--- src/rtl/div_pkg.sv ---
// Shared definitions for the sequential signed divider: FSM states,
// divide-by-zero quotient pattern and counter width helper.
package div_pkg;

  typedef enum logic [1:0] {
    IDLE = 2'd0,
    RUN  = 2'd1,
    FIX  = 2'd2
  } div_state_t;

  // All-ones quotient reported on divide by zero; sliced to the operand width.
  localparam logic [63:0] DIV_ZERO_QUOT = '1;

  // Bits needed to hold the iteration count 0..n.
  function automatic int unsigned cnt_width(input int unsigned n);
    return $clog2(n + 1);
  endfunction

endpackage

--- src/rtl/div_step.sv ---
// One non-restoring division iteration on an N+1-bit signed partial
// remainder P and an N-bit quotient/dividend shift register Q.
module div_step #(
  parameter int unsigned N = 32
) (
  input  logic [N:0]   p_i,
  input  logic [N-1:0] q_i,
  input  logic [N-1:0] d_i,
  output logic [N:0]   p_o,
  output logic [N-1:0] q_o
);

  logic [N:0] p_sh;

  // Shift {P,Q} left, add or subtract D by the sign of the old P, set Q[0].
  always_comb begin
    p_sh = {p_i[N-1:0], q_i[N-1]};
    if (!p_i[N]) p_o = p_sh - {1'b0, d_i};
    else         p_o = p_sh + {1'b0, d_i};
    q_o = {q_i[N-2:0], ~p_o[N]};
  end

endmodule

--- src/rtl/seq_signed_divider.sv ---
// Multi-cycle signed divider: magnitudes are divided with non-restoring
// steps (one quotient bit per clock), signs are reapplied in a final cycle.
module seq_signed_divider
  import div_pkg::*;
#(
  parameter int unsigned N = 32
) (
  input  logic         clk,
  input  logic         rst,
  input  logic         start,
  input  logic [N-1:0] dividend,
  input  logic [N-1:0] divisor,
  output logic         busy,
  output logic         done,
  output logic [N-1:0] quotient,
  output logic [N-1:0] remainder,
  output logic         div_by_zero
);

  localparam int unsigned CW = cnt_width(N);

  div_state_t   state_q;
  logic [N:0]   p_q;
  logic [N-1:0] q_q;
  logic [N-1:0] d_q;
  logic         sa_q;
  logic         sb_q;
  logic [CW-1:0] cnt_q;
  logic         busy_q;
  logic         done_q;
  logic [N-1:0] quot_q;
  logic [N-1:0] rem_q;
  logic         dbz_q;

  logic [N:0]   p_d;
  logic [N-1:0] q_d;
  logic [N-1:0] a_mag;
  logic [N-1:0] b_mag;
  logic [N-1:0] rem_mag;

  div_step #(.N(N)) u_step (
    .p_i (p_q),
    .q_i (q_q),
    .d_i (d_q),
    .p_o (p_d),
    .q_o (q_d)
  );

  // Operand magnitudes (the most negative value wraps to its own pattern,
  // which is the correct unsigned magnitude) and the corrected remainder.
  // The corrected remainder always lies in [0, D) so N bits suffice.
  always_comb begin
    a_mag   = dividend[N-1] ? -dividend : dividend;
    b_mag   = divisor[N-1]  ? -divisor  : divisor;
    rem_mag = p_q[N] ? (p_q[N-1:0] + d_q) : p_q[N-1:0];
  end

  // Control FSM with datapath and registered outputs.
  always_ff @(posedge clk or posedge rst) begin
    if (rst) begin
      state_q <= IDLE;
      p_q     <= '0;
      q_q     <= '0;
      d_q     <= '0;
      sa_q    <= 1'b0;
      sb_q    <= 1'b0;
      cnt_q   <= '0;
      busy_q  <= 1'b0;
      done_q  <= 1'b0;
      quot_q  <= '0;
      rem_q   <= '0;
      dbz_q   <= 1'b0;
    end else begin
      done_q <= 1'b0;
      case (state_q)
        IDLE: begin
          if (start) begin
            if (divisor == '0) begin
              quot_q <= N'(DIV_ZERO_QUOT);
              rem_q  <= dividend;
              dbz_q  <= 1'b1;
              done_q <= 1'b1;
            end else begin
              q_q     <= a_mag;
              d_q     <= b_mag;
              p_q     <= '0;
              sa_q    <= dividend[N-1];
              sb_q    <= divisor[N-1];
              cnt_q   <= CW'(N);
              busy_q  <= 1'b1;
              dbz_q   <= 1'b0;
              state_q <= RUN;
            end
          end
        end
        RUN: begin
          p_q   <= p_d;
          q_q   <= q_d;
          cnt_q <= cnt_q - CW'(1);
          if (cnt_q == CW'(1)) state_q <= FIX;
        end
        FIX: begin
          quot_q  <= (sa_q ^ sb_q) ? -q_q : q_q;
          rem_q   <= sa_q ? -rem_mag : rem_mag;
          done_q  <= 1'b1;
          busy_q  <= 1'b0;
          state_q <= IDLE;
        end
        default: state_q <= IDLE;
      endcase
    end
  end

  assign busy        = busy_q;
  assign done        = done_q;
  assign quotient    = quot_q;
  assign remainder   = rem_q;
  assign div_by_zero = dbz_q;

endmodule
--- config.mk ---
export PLATFORM = sky130hd
export DESIGN_NAME = seq_signed_divider
export DESIGN_NICKNAME = d
export VERILOG_FILES = /design/src/rtl/div_pkg.sv /design/src/rtl/div_step.sv /design/src/rtl/seq_signed_divider.sv
export SDC_FILE = /design/constraint.sdc
export NUM_CORES = 1
export LEC_CHECK = 0
export ABC_CLOCK_PERIOD_IN_PS = 5950
export CORE_UTILIZATION = 35
export DETAILED_ROUTE_END_ITERATION = 12
export DONT_BUFFER_PORTS = 1
export PLACE_DENSITY = 0.51
export SLEW_MARGIN = 5
export SYNTH_ARGS = -nofsm -noshare
export SYNTH_HDL_FRONTEND = slang
export SYNTH_HIERARCHICAL = 1
export SYNTH_SLANG_ARGS = --single-unit
--- constraint.sdc ---
create_clock -name clk -period 5.95 [get_ports clk]
set_input_delay 1.19 -clock clk [delete_from_list [all_inputs] [get_ports clk]]
set_output_delay 1.19 -clock clk [all_outputs]
set_load 0.01 [all_outputs]
# Word level (Yosys, flattened, before mapping)
# Index checks and enable logic that the tools add are counted.
[word_totals] output_inout_bits=67 ff_bits=174
[classes] muxes=31 bitwise_logic=3 add_sub_neg=8 eq_ne=7 n_reduce_logical=10
[op_table] cell="32-bit two-way mux" count=11
[op_table] cell="32-bit case mux with 2 select lines" count=3
[op_table] cell="32-bit negation" count=4
[op_table] cell="33-bit two-way mux" count=3
[op_table] cell="33-bit case mux with 2 select lines" count=1
[op_table] cell="33-bit by 32-bit adder with 33-bit output" count=1
[op_table] cell="33-bit by 32-bit subtractor with 33-bit output" count=1
[op_table] cell="32-bit adder" count=1
[op_table] cell="32-bit zero test" count=1
[op_table] cell="3-bit AND reduction" count=5
[op_table] cell="6-bit two-way mux" count=2
[op_table] cell="6-bit case mux with 2 select lines" count=1
[op_table] cell="2-bit != test, second input constant" count=4
[op_table] cell="6-bit by 1-bit equality test with 1-bit output, second input constant" count=1
[op_table] cell="2-bit two-way mux" count=3
[op_table] cell="6-bit by 1-bit subtractor with 6-bit output, second input constant" count=1
[op_table] cell="1-bit two-way mux" count=4
[op_table] cell="1-bit case mux with 2 select lines" count=2
[op_table] cell="2-bit case mux with 2 select lines" count=1
[op_table] cell="2-bit nonzero test" count=2
[op_table] cell="2-bit by 1-bit equality test with 1-bit output, second input constant" count=1
[op_table] cell="2-bit equality test, second input constant" count=1
[op_table] cell="2-bit zero test" count=1
[op_table] cell="1-bit NOT" count=2
[op_table] cell="other kinds (2)" count=2

# Longest topological paths before layout
# Gate-level depths: netlist (run 1).
[logic_depth] word_depth=5 ltp_mapped=19 mapped_depth_nobuf=19

# Hierarchy
# Netlist (run 1), hierarchy kept.
[modules_own_cells] module="seq_signed_divider" n_inst=1 seq_area_each_um2=4354.2 cells_each=1430 area_each_um2=11925.2
[modules_own_cells] module="div_step" n_inst=1 seq_area_each_um2=0.0 cells_each=389 area_each_um2=2762.6

# Least setup slack after synthesis (run 1)
# OpenSTA, ideal clock, no wires.
[synth_timing] path_type="input port to flip-flop" start="input divisor[18]" end="register quot_q[14], in the netlist quotient[14]" arrival_time_ns=4.128 setup_ns=0.077 setup_slack_ns=1.745 path_buffers=3 path_stages=11 required_ns=5.873 cell_sequence="or4_1 -> nor4_1 -> nand2b_1 -> or4_1 -> or3_1 -> clkbuf_1 -> nor3_4 -> buf_2 -> buf_1 -> nor3_1 -> a21oi_1"
[synth_via] elab_chain_len=3
[synth_rtl] item="start, declared" line_no="seq_signed_divider.sv:12" source="input logic [N-1:0] divisor,"
[synth_rtl] item="32-bit zero test" line_no="seq_signed_divider.sv:78" source="if (divisor == '0) begin"
[synth_rtl] item="2-bit != test (no line)"
[synth_rtl] item="3-bit AND reduction (no line)"
[synth_rtl] item="end signal, assigned" line_no="seq_signed_divider.sv:79" source="quot_q <= N'(DIV_ZERO_QUOT);"
[synth_rtl] item="end signal, assigned" line_no="seq_signed_divider.sv:103" source="quot_q <= (sa_q ^ sb_q) ? -q_q : q_q;"
[synth_rtl] item="end, declared" line_no="seq_signed_divider.sv:31" source="logic [N-1:0] quot_q;"
# Every way passes these cells.
# A chain may end at the register's enable or synchronous reset.

# Worst setup path in the final report (run 1)
[layout_timing] start="register d_q[1]" end="register q_q[0]"
[layout_via] elab_chain_len=4
[layout_rtl] item="start, declared" line_no="seq_signed_divider.sv:25" source="logic [N-1:0] d_q;"
[layout_rtl] item="start signal, assigned" line_no="seq_signed_divider.sv:85" source="d_q <= b_mag;"
[layout_rtl] item="33-bit by 32-bit subtractor with 33-bit output / 33-bit by 32-bit adder with 33-bit output (equally long branches)" line_no="div_step.sv:18, div_step.sv:19"
[layout_rtl] item="33-bit two-way mux (*)" line_no="div_step.sv:18" source="if (!p_i[N]) p_o = p_sh - {1'b0, d_i};"
[layout_rtl] item="1-bit NOT (*)" line_no="div_step.sv:20" source="q_o = {q_i[N-2:0], ~p_o[N]};"
[layout_rtl] item="named net q_d[0]" line_no="seq_signed_divider.sv:36" source="logic [N-1:0] q_d;"
[layout_rtl] item="32-bit case mux with 2 select lines (*)" line_no="seq_signed_divider.sv:75" source="case (state_q)"
[layout_rtl] item="end signal, assigned" line_no="seq_signed_divider.sv:84" source="q_q <= a_mag;"
[layout_rtl] item="end signal, assigned" line_no="seq_signed_divider.sv:98" source="q_q <= q_d;"
[layout_rtl] item="end, declared" line_no="seq_signed_divider.sv:24" source="logic [N-1:0] q_q;"
# Mark *: on every way through the listed nets, which the timed path passes. The rest lies on a longest branch.

==> results.md, run 1 <==
* Clk_lat worst skew at 0.45 ns
* Async SR Flop Fraction at 1.00
* CP max stage cell: xnor2_1
* WP buf/inv at 1
* Ports at 134
* CP Data Required Time at 6.33 ns
* DRT Pass-1 Iters at 9
* Seq pwr share at 0.215
* Initial core utilization at 0.357
* Clock skew at 0.0165 ns
* F_max at 0.215 GHz
* Failing checks: DRC
* Chip width at 207 um
* Setup TNS at 0 ns
* Vias in the first global route at 12.2k
* Die area at 42,800 um^2
* Setup crit end kind: flop
* Sw power at 0.00482 W
* Switching share of power at 0.502
* Leak at 6.34 nW
* Final hold viol count at 0
* Clk pwr share at 0.115
* Cell Int Power at 0.00479 W
* Clock slew at reported path FFs at 0.08 ns
* Synth Area in XOR/XNOR at 0.116
* CP Max Fanout at 7
* Post-synth top flop: dfrtp_1
* Biggest area consumer among synthesized cells: dfrtp_1
* GR Overflow Total at 0
* Final min period at 4.64 ns
* Max H-tree Level at 4
* Initial DRC count at 956
* Netlist Area Pre-Place at 14,700 um^2
* TritonCTS Sinks at 174
* # hold bufs at CTS at 0
* Final setup viols at 0
* Clk Tree Root Cell: clkbuf_16
* P per Cell Area at 622 nW/um^2
* WS Path Type: flop to flop
* Largest net degree at the start of global routing at 99
* Post-CTS sizing at 0
* DR WL/cell at 19.1 um
* CTS Buf Count at 17
* Gpl congestion at 0.880
* Pins Over Slew Limit at 0
* Comb power frac at 0.670
* Row cnt at 74
* Worst EP arrival at 5.02 ns
* Antenna Violating Nets Remaining at 0
* Die H at 207 um
* R2r setup slk at 1.31 ns
* Post-synth top area share at 0.296
* Main combinational cell family by area after synthesis: compound AO/OA/AOI/OAI gates
* Clock Path Buffers at 2
* Net count, final at 1,864
* Synth area leaders: dfrtp_1 (30%), xor2_1 (7.0%), nand2_1 (6.1%)
* Area delta synth->final at 5.28%
* Synth Area in Adders at 0.0632
* Via-to-Cell Ratio at 5.62
* Maximum vdd ir drop at 0.000238 V
* Syn avg cell area at 8.07 um^2
* Final period utilization at 0.780
* Post-synthesis compound-gate area fraction at 0.254
* Yosys warns at 6
* Wire length of the first global-routing pass at 68.1 mm
* Post-synth EDFFs at 0
* Status: finished with violations
* Tot GR Track Use at 0.204
* Mapped Nets at 1,959
* Fill cell count at 4,341
* Number of I/O port buffers at 0
* MaxCap Viol Count at 0
* Slew @ Worst Pin at 1.10 ns
* Routed WL at 43.3 mm
* Post-synthesis simple-gate area fraction at 0.199
* Seq/Total Area, Yosys at 0.296
* Initial antenna violation count at 0
* Antenna fix cells at 0
* Top cell family by delay on the critical path: simple AND/OR/NAND/NOR gates
* Post-synthesis instance total at 1,819
* DP Wirelength at 33.7 mm
* Setup WS pre-CTS at 1.10 ns
* DRC violations left at 14
* Fraction of synthesized area in multiplexers at 0.0190
* Final worst slack at 1.31 ns
* Netlist cell types at 92
* CTS tree: yes
* Share of cells above drive strength 1 at 0.0628
* CP max stage delay at 0.61 ns
* Setup bufs post-CTS at 0
* Setup crit start kind: flop
* Core Box Area at 41,100 um^2
* Min-Delay Path Class: flop to flop
* Synth Register Bits at 174
* Worst slew margin at 0.265
* CP Cell Sequence: inv_1 -> ha_1 -> nor3b_1 -> nand2_1 -> nor2_1 -> and2_2 -> a21oi_1 -> xor2_1 -> ha_1 -> nand2_1 -> nor2_1 -> nand4_1 -> o31a_4 -> o221a_4 -> xnor2_1 -> a211oi_1 -> a21oi_1
* Unrepaired setup endpoints after global routing: no
* Total number of vias at 12.8k
[cell usage after synthesis, drive strengths merged (32+ instances only)]
library cell and count:
xnor2 73, nor3 55, buf 52, a22o 32, xor2 118, clkbuf 78
dfrtp 174, nor2 134, inv 36, o21ai 184, nand3 33, ha 71
nand2 239, a21oi 149
[worst min-delay path: stages (launching register included)]
cell and delay [ns]:
dfrtp_1 0.37, xnor2_1 0.08, nand2_1 0.06
[layout by cell type (no fill, tap or decap), types with 24 or more instances in the layout]
cell / Yosys / routed
nand2_1: 239 / 238
o21ai_0: 178 / 178
dfrtp_1: 174 / 173
a21oi_1: 147 / 147
nor2_1: 133 / 132
xor2_1: 117 / 117
xnor2_1: 72 / 72
ha_1: 71 / 71
nor3_1: 54 / 54
inv_1: 35 / 34
nand3_1: 33 / 33
a22o_1: 32 / 32
o31ai_1: 30 / 30
nand4_1: 25 / 25
a31oi_1: 24 / 24
[sequential cells by signal, indices dropped and copies added, names as in the netlist]
| signal | count |
|---|---|
| div_by_zero | 1 |
| state_q | 2 |
| done | 1 |
| d_q | 32 |
| sb_q | 1 |
| remainder | 32 |
| busy | 1 |
| q_q | 32 |
| quotient | 32 |
| cnt_q | 6 |
| sa_q | 1 |
| p_q | 33 |
[path summary, 6_finish.rpt]
path,start,end,cells past startpoint
setup / recovery,d_q[1],q_q[0],17
hold / removal,cnt_q[5],cnt_q[5],2
setup reg to reg,d_q[1],q_q[0],17
hold reg to reg,cnt_q[5],cnt_q[5],2
max in group asynchronous,rst,d_q[25],2
min in group asynchronous,rst,quotient[4],1
[stage by stage]
| step | total power (W) | std cells | hold slack [ns] | utilization | area [um^2] |
|---|---|---|---|---|---|
| 5_1_grt | 0.0105 | 2269 | 0.553 | 0.376 | 15500 |
| 6_report | 0.00962 | 2269 | 0.532 | 0.376 | 15500 |
| 2_1_floorplan | 0.00717 | 1819 | 0.475 | - | 14700 |
| 4_1_cts | 0.00961 | 2269 | 0.538 | 0.376 | 15500 |
| 3_3_place_gp | 0.00839 | 2237 | 0.506 | 0.363 | 14900 |
| 3_5_place_dp | 0.00848 | 2237 | 0.515 | 0.363 | 14900 |
[power by group through the flow]
stage	Clock [W]	Sequential, W	Combinational [W]
2_1_floorplan	0	0.00188	0.00529
3_3_place_gp	0	0.00209	0.00631
3_5_place_dp	0	0.00209	0.00639
4_1_cts	0.00113	0.00206	0.00642
5_1_grt	0.00118	0.00213	0.00718
6_report	0.00110	0.00207	0.00645
[per-layer routing]
metal  track usage  vias to the layer above  share of wire
li1              -                     6378              -
met1         0.280                     6054           0.48
met2         0.328                      276           0.45
met3        0.0331                       42          0.055
met4        0.0618                        0          0.021
met5             0                        -              0
[cell families after synthesis]
logic type / after synthesis
muxes: 26
buffers and inverters: 166
AOI/OAI and AO/OA: 576
adders and majority gates: 73
xor gates and xnor gates: 191
DFF: 174
and+or+nand+nor: 613
[final cells by class]
cell class              instances  area [um^2]  share of cell area
repair buffers                 16          158              0.0102
inverters                      36          140             0.00906
clock buffers                  19          453              0.0293
multi-input cells            1479         9590               0.620
flip-flops and latches        174         4360               0.282
well taps                     532          666              0.0430
clock inverters                13          103             0.00663
Power figures use the tool's default switching activity.
==> run 2: changes to the inputs <==
Settings changed: ABC_AREA from default to 1, ABC_CLOCK_PERIOD_IN_PS 5950 to 4400, PLACE_DENSITY 0.51 to 0.49.
Clock period 5.95 ns to 4.4 ns, I/O delays scaled along.
==> run 2 against run 1 <==
  * The flow now finishes without violations
  * Via count is 31% higher
  * Fmax is 32% higher
  * Global-route usage is 3.8 points higher
  * Non-clock buffer count is 1 higher
  * Count of clock-buffer cells in the layout is 4 higher
  * Core utilization is 0.21 points lower
  * Sequential share of layout area is 3.7 points lower
  * Total power is 80% higher
  * Worst hold slack worse by 0.21 ns
==> results.md, run 2 <==
* Clk Tree Root Cell: clkbuf_16
* CP max stage delay at 0.50 ns (-0.11 ns)
* Clock slew at reported path FFs at 0.08 ns (about the same)
* MaxCap Viol Count at 0 (unchanged)
* Worst EP arrival at 3.85 ns (-1.17 ns)
* Seq/Total Area, Yosys at 0.258 (-0.0382)
* Worst r2r path cells at 19 (+2)
* CP Data Required Time at 4.73 ns (-1.60 ns)
* Commonest non-fill, non-tap cells in the layout: nand2_1 (884), inv_1 (416), nor2_1 (233)
* WS Path Type: flop to flop
* Net count, final at 2,808 (+51%)
* Final min period at 3.52 ns (-1.13 ns)
* Tot GR Track Use at 0.243 (+0.0382)
* Wire length of the first global-routing pass at 91.3 mm (+34%)
* Post-synth EDFFs at 0 (unchanged)
* Synth Register Bits at 174 (unchanged)
* Die H at 222 um (+7.1%)
* Most frequent cell after synthesis: nand2_1
* Vias in the first global route at 16.0k (+30%)
* Gpl congestion at 0.952 (+8.2%)
* Status: completed
* Pins Over Slew Limit at 0 (unchanged)
* Setup WS pre-CTS at 0.786 ns (-0.314 ns)
* Top cell family by delay on the critical path: simple AND/OR/NAND/NOR gates
* DR WL/cell at 17.7 um (-6.9%)
* DRT Pass-1 Iters at 5 (-4)
* F_max at 0.284 GHz (+32%)
* Slew @ Worst Pin at 1.17 ns (+0.0734 ns)
* Worst setup startpoint: d_q[1]
* Via-to-Cell Ratio at 5.05 (-10%)
* Max reg flops at 33 (unchanged)
* Die area at 49,100 um^2 (+15%)
* Final setup viols at 0 (unchanged)
* CP Max Fanout at 5 (-2)
* Most frequent CP cell: nand2_1
* Yosys warns at 6 (unchanged)
* Antenna Violating Nets Remaining at 0 (unchanged)
* Final period utilization at 0.799 (+0.0185)
* P per Cell Area at 970 nW/um^2 (+56%)
* Fin Hold WS at 0.324 ns (-0.208 ns)
* Row cnt at 80 (+8.1%)
* Clk_lat worst skew at 0.49 ns (+0.04 ns)
* Initial antenna violation count at 1 (+1)
* Ports at 134 (unchanged)
* DRC violations left at 0 (-14)
* Largest net degree at the start of global routing at 91 (-8.1%)
* Initial DRC count at 1,213 (+27%)
* Min-Delay Path Class: input port to asynchronous set/reset pin
* Number of I/O port buffers at 0 (unchanged)
* DP Wirelength at 46.6 mm (+38%)
* Commonest non-fill, non-tap cell in the layout: nand2_1
* Setup bufs post-CTS at 0 (unchanged)
* TritonCTS Sinks at 174 (unchanged)
* Final worst slack at 0.884 ns (-0.422 ns)
* GR Overflow Total at 0 (unchanged)
* CTS Buf Count at 17 (unchanged)
* CP Cell Sequence: inv_1 -> ha_1 -> nand3_1 -> nor2_4 -> nand2_2 -> o21ai_2 -> o21ai_1 -> nand2_1 -> nand2_1 -> ha_1 -> nand2_1 -> nor2_1 -> nand2_1 -> nor2_1 -> nand2_1 -> nand4_1 -> nand2_1 -> nand2_1 -> o21ai_0
* Async SR Flop Fraction at 1.00 (unchanged)
* RR Endpoint: p_q[26]
* Netlist cell types at 54 (-41%)
* Core Box Area at 47,600 um^2 (+16%)
* Biggest area consumer among synthesized cells: dfrtp_1
* Chip width at 222 um (+7.1%)
* Post-CTS sizing at 0 (unchanged)
* Final hold viol count at 0 (unchanged)
* Post-synthesis instance total at 2,736 (+50%)
* Most frequent cells after synthesis: nand2_1 (885), inv_1 (417), nor2_1 (235)
* Max H-tree Level at 4 (unchanged)
* Worst setup endpoint: p_q[26]
* Antenna fix cells at 0 (unchanged)
* Clock Path Buffers at 2 (unchanged)
* Total number of vias at 16.6k (+31%)
* Routed WL at 58.4 mm (+35%)
* Post-synth top flop: dfrtp_1
* Setup crit end kind: flop
* Unrepaired setup endpoints after global routing: no
* Worst r2r src: d_q[1]
* Leak at 9.49 nW (+50%)
* CP max stage cell: dfrtp_1
* Netlist Area Pre-Place at 16,900 um^2 (+15%)
* # hold bufs at CTS at 0 (unchanged)
* Area delta synth->final at 5.68%
* Maximum vdd ir drop at 0.000367 V (+54%)
* CTS tree: yes
* Worst slew margin at 0.218 (-0.0471)
* Syn avg cell area at 6.16 um^2 (-24%)
* Synth area leaders: dfrtp_1 (26%), nand2_1 (20%), inv_1 (9.3%)
* Share of cells above drive strength 1 at 0.0649 (+0.00220)
* Crit. path cell count at 19 (+2)
* Mapped Nets at 2,876 (+47%)
* Initial core utilization at 0.354 (-0.00335)
* WP buf/inv at 1 (unchanged)
* Post-synth top area share at 0.258 (-0.0382)
* Setup TNS at 0 ns (unchanged)
* Largest Register: p_q
* Clock skew at 0.0179 ns (+0.00136 ns)
* Setup crit start kind: flop
* R2r setup slk at 0.88 ns (-0.42 ns)
run 2: cell families (layout without fill, tap and decap cells):
logic type,after synthesis,in the layout,share of synthesized area
buffers and inverters,533,476,0.128
and+or+nand+nor,1481,1481,0.381
xor gates and xnor gates,100,100,0.0519
adders and majority gates,73,73,0.0551
AOI/OAI and AO/OA,375,375,0.126
DFF,174,174,0.258
run 2: final cells by class:
cell class                      instances  area [um^2]
Fill cell                            5352        29800
Sequential cell                       174         4350
Tap cell                              615          769
Timing Repair Buffer                   17          140
Inverter                              429         1610
Clock buffer                           23          488
Clock inverter                          7         80.1
Multi-Input combinational cell       2029        10400
run 2: per-layer routing:
layer	GRT usage	part of all wire
met5	0	0
met3	0.0447	0.060
met1	0.329	0.47
met2	0.386	0.44
met4	0.0836	0.027
run 2: worst min path at each step:
stage	startpoint	end	slack, ns	cells past startpoint
6_report	rst	p_q[18]	0.32	1
5_1_grt	rst	p_q[17]	0.34	1
4_1_cts	rst	p_q[18]	0.31	1
3_5_place_dp	cnt_q[5]	cnt_q[5]	0.47	1
3_3_place_gp	cnt_q[5]	cnt_q[5]	0.47	1
2_1_floorplan	cnt_q[5]	cnt_q[5]	0.45	1
run 2: power breakdown:
part           switching [W]  leakage [nW]  internal, W
combinational        0.00807          7.15      0.00405
clock               0.000716         0.272     0.000836
sequential           0.00121          2.07      0.00240
run 2: through the flow:
step / util / instance area [um^2] / total power, W / cells
floorplan: - / 16900 / 0.0124 / 2736
global placement: 0.362 / 17300 / 0.0156 / 3264
detailed placement: 0.362 / 17300 / 0.0157 / 3264
CTS: 0.374 / 17800 / 0.0173 / 3294
global route: 0.374 / 17800 / 0.0191 / 3294
finish: 0.374 / 17800 / 0.0173 / 3294
